<file path="src/rtl/nes_pad_reader_if.sv">
// nes_pad_reader_if
//   Bundles the pad-connector pins and the parallel controller byte of
//   nes_pad_reader so the reader and its host share one port.
//   Signals:
//     enable          host -> reader  allow automatic polling
//     poll_now        host -> reader  one-cycle request for an immediate frame
//     pad_data        pad  -> reader  serial button data, active-low
//     pad_latch       reader -> pad   latch strobe
//     pad_clk         reader -> pad   shift clock, idles high
//     controller_data reader -> host  button byte, 1 = pressed
//     data_valid      reader -> host  one-cycle pulse on byte update
//     changed         reader -> host  one-cycle pulse when the byte differs
//     busy            reader -> host  frame in progress
interface nes_pad_reader_if;
  logic       enable;
  logic       poll_now;
  logic       pad_data;
  logic       pad_latch;
  logic       pad_clk;
  logic [7:0] controller_data;
  logic       data_valid;
  logic       changed;
  logic       busy;

  modport master (
    output enable, poll_now, pad_data,
    input  pad_latch, pad_clk, controller_data, data_valid, changed, busy
  );

  modport slave (
    input  enable, poll_now, pad_data,
    output pad_latch, pad_clk, controller_data, data_valid, changed, busy
  );
endinterface

</file>
<file path="src/rtl/nes_pad_reader.sv">
// nes_pad_reader
//   Polls a serial NES-style controller (latch / clock / data) and presents
//   the eight buttons as an active-high byte with valid and changed pulses.
//   Parameters:
//     DIV        clk cycles per protocol tick (>= 4)
//     POLL_TICKS idle ticks between frames (>= 1)
//   Ports:
//     clk    system clock
//     reset  asynchronous active-high reset
//     pad    nes_pad_reader_if.slave (pad pins, controls and button byte)
module nes_pad_reader #(
  parameter int DIV        = 250,
  parameter int POLL_TICKS = 1000
) (
  input  logic              clk,
  input  logic              reset,
  nes_pad_reader_if.slave   pad
);

  localparam int DW = $clog2(DIV);
  localparam int PW = $clog2(POLL_TICKS + 1);
  localparam logic [DW-1:0] DIV_LAST  = DW'(DIV - 1);
  localparam logic [PW-1:0] POLL_LAST = PW'(POLL_TICKS - 1);

  typedef enum logic [2:0] {IDLE, LATCH, SHIFT, CLKLO, DONE} state_t;

  state_t        state_q, state_d;
  logic [DW-1:0] div_q, div_d;
  logic [PW-1:0] poll_q, poll_d;
  logic          lat_q, lat_d;
  logic [2:0]    bit_q, bit_d;
  logic [7:0]    shift_q, shift_d;
  logic          sync1_q, sync1_d, sync2_q, sync2_d;
  logic          latch_q, latch_d;
  logic          pclk_q, pclk_d;
  logic [7:0]    data_q, data_d;
  logic          valid_q, valid_d;
  logic          changed_q, changed_d;
  logic          busy_q, busy_d;
  logic          tick;

  always_comb begin
    tick    = (div_q == DIV_LAST);
    div_d   = tick ? '0 : div_q + 1'b1;
    sync1_d = pad.pad_data;
    sync2_d = sync1_q;

    state_d = state_q;
    poll_d  = poll_q;
    lat_d   = lat_q;
    bit_d   = bit_q;
    shift_d = shift_q;

    case (state_q)
      IDLE: begin
        lat_d = 1'b0;
        if (pad.poll_now) begin
          poll_d  = '0;
          state_d = LATCH;
        end else if (tick && pad.enable) begin
          if (poll_q == POLL_LAST) begin
            poll_d  = '0;
            state_d = LATCH;
          end else begin
            poll_d = poll_q + 1'b1;
          end
        end
      end
      LATCH: begin
        // lat_q marks that the first of the two latch ticks has passed
        bit_d = 3'd0;
        if (tick) begin
          if (lat_q) begin
            lat_d   = 1'b0;
            state_d = SHIFT;
          end else begin
            lat_d = 1'b1;
          end
        end
      end
      SHIFT: begin
        if (tick) begin
          shift_d[bit_q] = ~sync2_q;
          state_d        = (bit_q == 3'd7) ? DONE : CLKLO;
        end
      end
      CLKLO: begin
        if (tick) begin
          bit_d   = bit_q + 3'd1;
          state_d = SHIFT;
        end
      end
      DONE:    state_d = IDLE;
      default: state_d = IDLE;
    endcase

    // Outputs are registered from the next state so they line up with it;
    // shift_d already holds the eighth bit when DONE is entered.
    latch_d   = (state_d == LATCH);
    pclk_d    = (state_d != CLKLO);
    busy_d    = (state_d != IDLE);
    valid_d   = (state_d == DONE);
    data_d    = (state_d == DONE) ? shift_d : data_q;
    changed_d = (state_d == DONE) && (shift_d != data_q);
  end

  always_ff @(posedge clk or posedge reset) begin
    if (reset) begin
      state_q   <= IDLE;
      div_q     <= '0;
      poll_q    <= '0;
      lat_q     <= 1'b0;
      bit_q     <= 3'd0;
      shift_q   <= 8'h00;
      sync1_q   <= 1'b1;
      sync2_q   <= 1'b1;
      latch_q   <= 1'b0;
      pclk_q    <= 1'b1;
      data_q    <= 8'h00;
      valid_q   <= 1'b0;
      changed_q <= 1'b0;
      busy_q    <= 1'b0;
    end else begin
      state_q   <= state_d;
      div_q     <= div_d;
      poll_q    <= poll_d;
      lat_q     <= lat_d;
      bit_q     <= bit_d;
      shift_q   <= shift_d;
      sync1_q   <= sync1_d;
      sync2_q   <= sync2_d;
      latch_q   <= latch_d;
      pclk_q    <= pclk_d;
      data_q    <= data_d;
      valid_q   <= valid_d;
      changed_q <= changed_d;
      busy_q    <= busy_d;
    end
  end

  assign pad.pad_latch       = latch_q;
  assign pad.pad_clk         = pclk_q;
  assign pad.controller_data = data_q;
  assign pad.data_valid      = valid_q;
  assign pad.changed         = changed_q;
  assign pad.busy            = busy_q;

endmodule

</file>
<file path="src/flat_wrapper.sv">
// flat-port wrapper written by rule: the top's interface ports become plain ports
module nes_pad_reader_flat 
#(
  parameter int DIV        = 250,
  parameter int POLL_TICKS = 1000
)
  (clk, reset, pad_enable, pad_poll_now, pad_pad_data, pad_pad_latch, pad_pad_clk, pad_controller_data, pad_data_valid, pad_changed, pad_busy);
  nes_pad_reader_if pad_i ();
  input  logic clk;
  input  logic reset;
  input wire logic [$bits(pad_i.enable)-1:0] pad_enable;
  input wire logic [$bits(pad_i.poll_now)-1:0] pad_poll_now;
  input wire logic [$bits(pad_i.pad_data)-1:0] pad_pad_data;
  output wire logic [$bits(pad_i.pad_latch)-1:0] pad_pad_latch;
  output wire logic [$bits(pad_i.pad_clk)-1:0] pad_pad_clk;
  output wire logic [$bits(pad_i.controller_data)-1:0] pad_controller_data;
  output wire logic [$bits(pad_i.data_valid)-1:0] pad_data_valid;
  output wire logic [$bits(pad_i.changed)-1:0] pad_changed;
  output wire logic [$bits(pad_i.busy)-1:0] pad_busy;
  assign pad_i.enable = pad_enable;
  assign pad_i.poll_now = pad_poll_now;
  assign pad_i.pad_data = pad_pad_data;
  assign pad_pad_latch = pad_i.pad_latch;
  assign pad_pad_clk = pad_i.pad_clk;
  assign pad_controller_data = pad_i.controller_data;
  assign pad_data_valid = pad_i.data_valid;
  assign pad_changed = pad_i.changed;
  assign pad_busy = pad_i.busy;
  nes_pad_reader #(.DIV(DIV), .POLL_TICKS(POLL_TICKS)) u_core (.clk(clk), .reset(reset), .pad(pad_i));
endmodule
</file>
<file path="config.mk">
export PLATFORM = sky130hd
export DESIGN_NAME = nes_pad_reader_flat
export DESIGN_NICKNAME = d
export VERILOG_FILES = /design/src/rtl/nes_pad_reader_if.sv /design/src/rtl/nes_pad_reader.sv /design/src/flat_wrapper.sv
export SDC_FILE = /design/constraint.sdc
export NUM_CORES = 1
export LEC_CHECK = 0
export CORE_MARGIN = 8
export CORE_UTILIZATION = 35
export CTS_CLUSTER_SIZE = 20
export DETAILED_ROUTE_END_ITERATION = 8
export SLEW_MARGIN = 20
export SYNTH_ARGS = -nofsm -noshare
export SYNTH_HDL_FRONTEND = slang
export SYNTH_SLANG_ARGS = --single-unit
</file>
<file path="constraint.sdc">
create_clock -name clk -period 2.9 [get_ports clk]
set_clock_uncertainty 0.2 [all_clocks]
set_input_delay 0.29 -clock clk [delete_from_list [all_inputs] [get_ports clk]]
set_output_delay 0.29 -clock clk [all_outputs]
set_load 0.01 [all_outputs]
</file>
==> out/qor.yml <==
status: "completed"
nets: 293
multi_input_area_um2: 1240
numCtsBuffers: 5
num_vias: 1937
cts_resized: 0
grt_setup_unrepaired: "no"
final_cell_mix: "dfrtp_1, nand2_1, o21ai_0"
cpLargestDelayFamily: "simple AND/OR/NAND/NOR gates"
period_needed_ns: 2.43
drt-total-wl_mm: 5.21
synth-seq-cells: 48
avgSynthCellArea_um2: 9.60
worstSetupStartpoint: "u_core.div_q[0]$_DFF_PP0_"
relSlewSlack_pct: 63.2
start_util_pct: 35.5
final-hold-violation-count: 0
cellPowerDensity_nw_per_um2: 386
cp_data_arrival_time_ns: 2.42
yosysWarnings: 0
final_common_cell: "dfrtp_1"
worst_pin_slew_ns: 0.551
timing_worst_setup_path_type: "register to register"
cts.clk_slew.worst_paths_ns: 0.09
grt_max_degree: 26
regArea_um2: 1200
hpwl_mm: 3.73
overflow: 0
die_area_um2: 10200
syn_inst: 264
crit_path_top_delay_cell: "dfrtp_1"
stdcell_area_um2: 2930
synth_cell_type_count: 47
hold_path_class: "input pin to asynchronous set/reset pin"
clk_latency_ns: 0.30
cts_root_buf: "clkbuf_8"
setup_viol: 0
io_pins: 18
seq_area_frac_synth_pct: 47.6
period_share_pct: 83.9
gp_congestion: 0.819
cts_sinks: 48
slew_violations: 0
syn-num-nets: 274
cpPeakStageDelay_ns: 0.42
die_h_um: 101
cts_tree: "done"
cp-start-kind: "register"
track_usage_pct: 11.0
irDropWorstVdd_uv: 134
drt_iter0_markers: 65
synthArstFlopShare_pct: 100
ant_nets: 0
dr.pass1.iters: 4
cts_max_level: 2
placed_area_um2: 2830
drt-wirelength-per-cell_um: 13.6
drive_gt1_share_pct: 11.6
postCtsSetupRepairBufs: 0
synth-edff-count: 0
end_kind: "register"
coreArea_um2: 7140
cp_max_fo: 10
diodes: 0
synth_flop_cell: "dfrtp_1"
grt_pass1_wl_mm: 8.96
row_count: 31
cp_cell_sequence: "ha_1 > and4b_1 > a31o_2 > nand3_1 > nor2b_1 > o21bai_1 > or3_1"
drcViolationCount: 0
fmax_ghz: 0.411
cts-hold-fix-buffers: 0
syn-cell-area_um2: 2530
leakagePower_uw: 0.00118
tns_ns: 0
first_global_vias: 1890
fillCellCount: 735
critPathBufInv: 0
critPathRequiredTime_ns: 2.89
syn2layout_area_growth_pct: 15.6
die_x_um: 101
antenna_found_initial: 0
whs_ns: 0.149
drv_cap: 0
vias_per_cell: 5.06
r2r_start: "u_core.div_q[0]$_DFF_PP0_"
place.port_buffers: 17
clockBufferDepth: 2
==> through the flow <==
stage                     cells  setup WS [ns]  power (µW)  utilization [%]
after floorplan             264          0.681         703                -
after global placement      375          0.540         719             39.7
after detailed placement    375          0.477         719             39.7
after CTS                   383          0.459        1150             41.0
after global routing        383          0.303        1180             41.0
final                       383          0.468        1130             41.0
==> cell usage after synthesis (all sizes together), types with 2 or more instances <==
| library cell | count | area share, % |
|---|---|---|
| nand3 | 12 | 2.4 |
| a22o | 5 | 1.7 |
| a21oi | 8 | 1.6 |
| nand2 | 26 | 3.9 |
| nor3 | 10 | 2.0 |
| a41oi | 2 | 0.69 |
| or3 | 2 | 0.49 |
| xor2 | 3 | 1.0 |
| nor2 | 22 | 3.4 |
| xnor2 | 10 | 3.5 |
| ha | 5 | 2.5 |
| nand4b | 2 | 0.69 |
| and3 | 2 | 0.49 |
| dfrtp | 45 | 44 |
| o31ai | 4 | 1.2 |
| and3b | 2 | 0.69 |
| mux2 | 8 | 3.6 |
| nand4 | 5 | 1.2 |
| mux2i | 3 | 1.3 |
| buf | 4 | 0.89 |
| nand2b | 6 | 1.5 |
| o21ai | 25 | 4.9 |
| nor4 | 5 | 1.2 |
| dfstp | 3 | 3.1 |
| a31o | 2 | 0.69 |
| inv | 12 | 1.8 |
| clkbuf | 6 | 0.89 |
| nor2b | 9 | 2.2 |
==> power breakdown <==
group | switching, µW | internal, µW
Clock | 230 | 195
Sequential | 3.94 | 671
Combinational | 17.9 | 11.0
Total | 252 | 878
==> logic make-up (layout without fill, tap and decap cells) <==
group	count (synthesis)	in the layout	share of synthesized area, %
fa+ha+maj	5	5	2.47
compound gates	55	55	13.8
buf+inv	22	42	3.56
xor+xnor	13	13	4.49
flops	48	48	47.6
simple gates	110	110	23.3
mux	11	11	4.89
==> cell type report <==
type / instances / share of cell area (%)
Tap cell: 99 / 4.23
Sequential cell: 48 / 41.1
Clock buffer: 6 / 2.82
Clock inverter: 2 / 0.470
Timing Repair Buffer: 22 / 7.52
Multi-Input combinational cell: 194 / 42.3
Inverter: 12 / 1.54
==> registers in the layout, summed over array words and instances (netlist names) <==
name                        flops
u_core.sync1_q                  1
u_core.bit_q                    3
u_core.pad.pad_latch            1
u_core.pad.data_valid           1
u_core.pad.changed              1
u_core.pad.busy                 1
u_core.lat_q                    1
u_core.state_q                  3
u_core.div_q                    8
u_core.pad.controller_data      8
u_core.shift_q                  8
u_core.sync2_q                  1
u_core.poll_q                  10
u_core.pad.pad_clk              1
==> final timing paths <==
path | endpoint | slack [ns] | cells past startpoint
max | u_core.pad.busy$_DFF_PP0_ | 0.47 | 7
min | u_core.pad.pad_latch$_DFF_PP0_ | 0.15 | 2
max reg2reg | u_core.pad.busy$_DFF_PP0_ | 0.47 | 7
min reg2reg | u_core.sync2_q$_DFF_PP1_ | 0.16 | 0
max in group asynchronous | u_core.sync2_q$_DFF_PP1_ | 1.76 | 3
min in group clk | u_core.sync2_q$_DFF_PP1_ | 0.16 | 0
==> worst register-to-register path: stages (launching register included) <==
cell and delay, ns:
dfrtp_1 0.42, ha_1 0.22, and4b_1 0.27, a31o_2 0.27, nand3_1 0.27, nor2b_1 0.16
o21bai_1 0.20, or3_1 0.31
==> routing by layer <==
metal / track usage [%] / routed length [µm]
met5: 0 / 0
met4: 5.61 / 95
met3: 2.28 / 127
met2: 16.2 / 2310
met1: 14.9 / 2670
No activity file was read; power rests on OpenSTA's default activity.
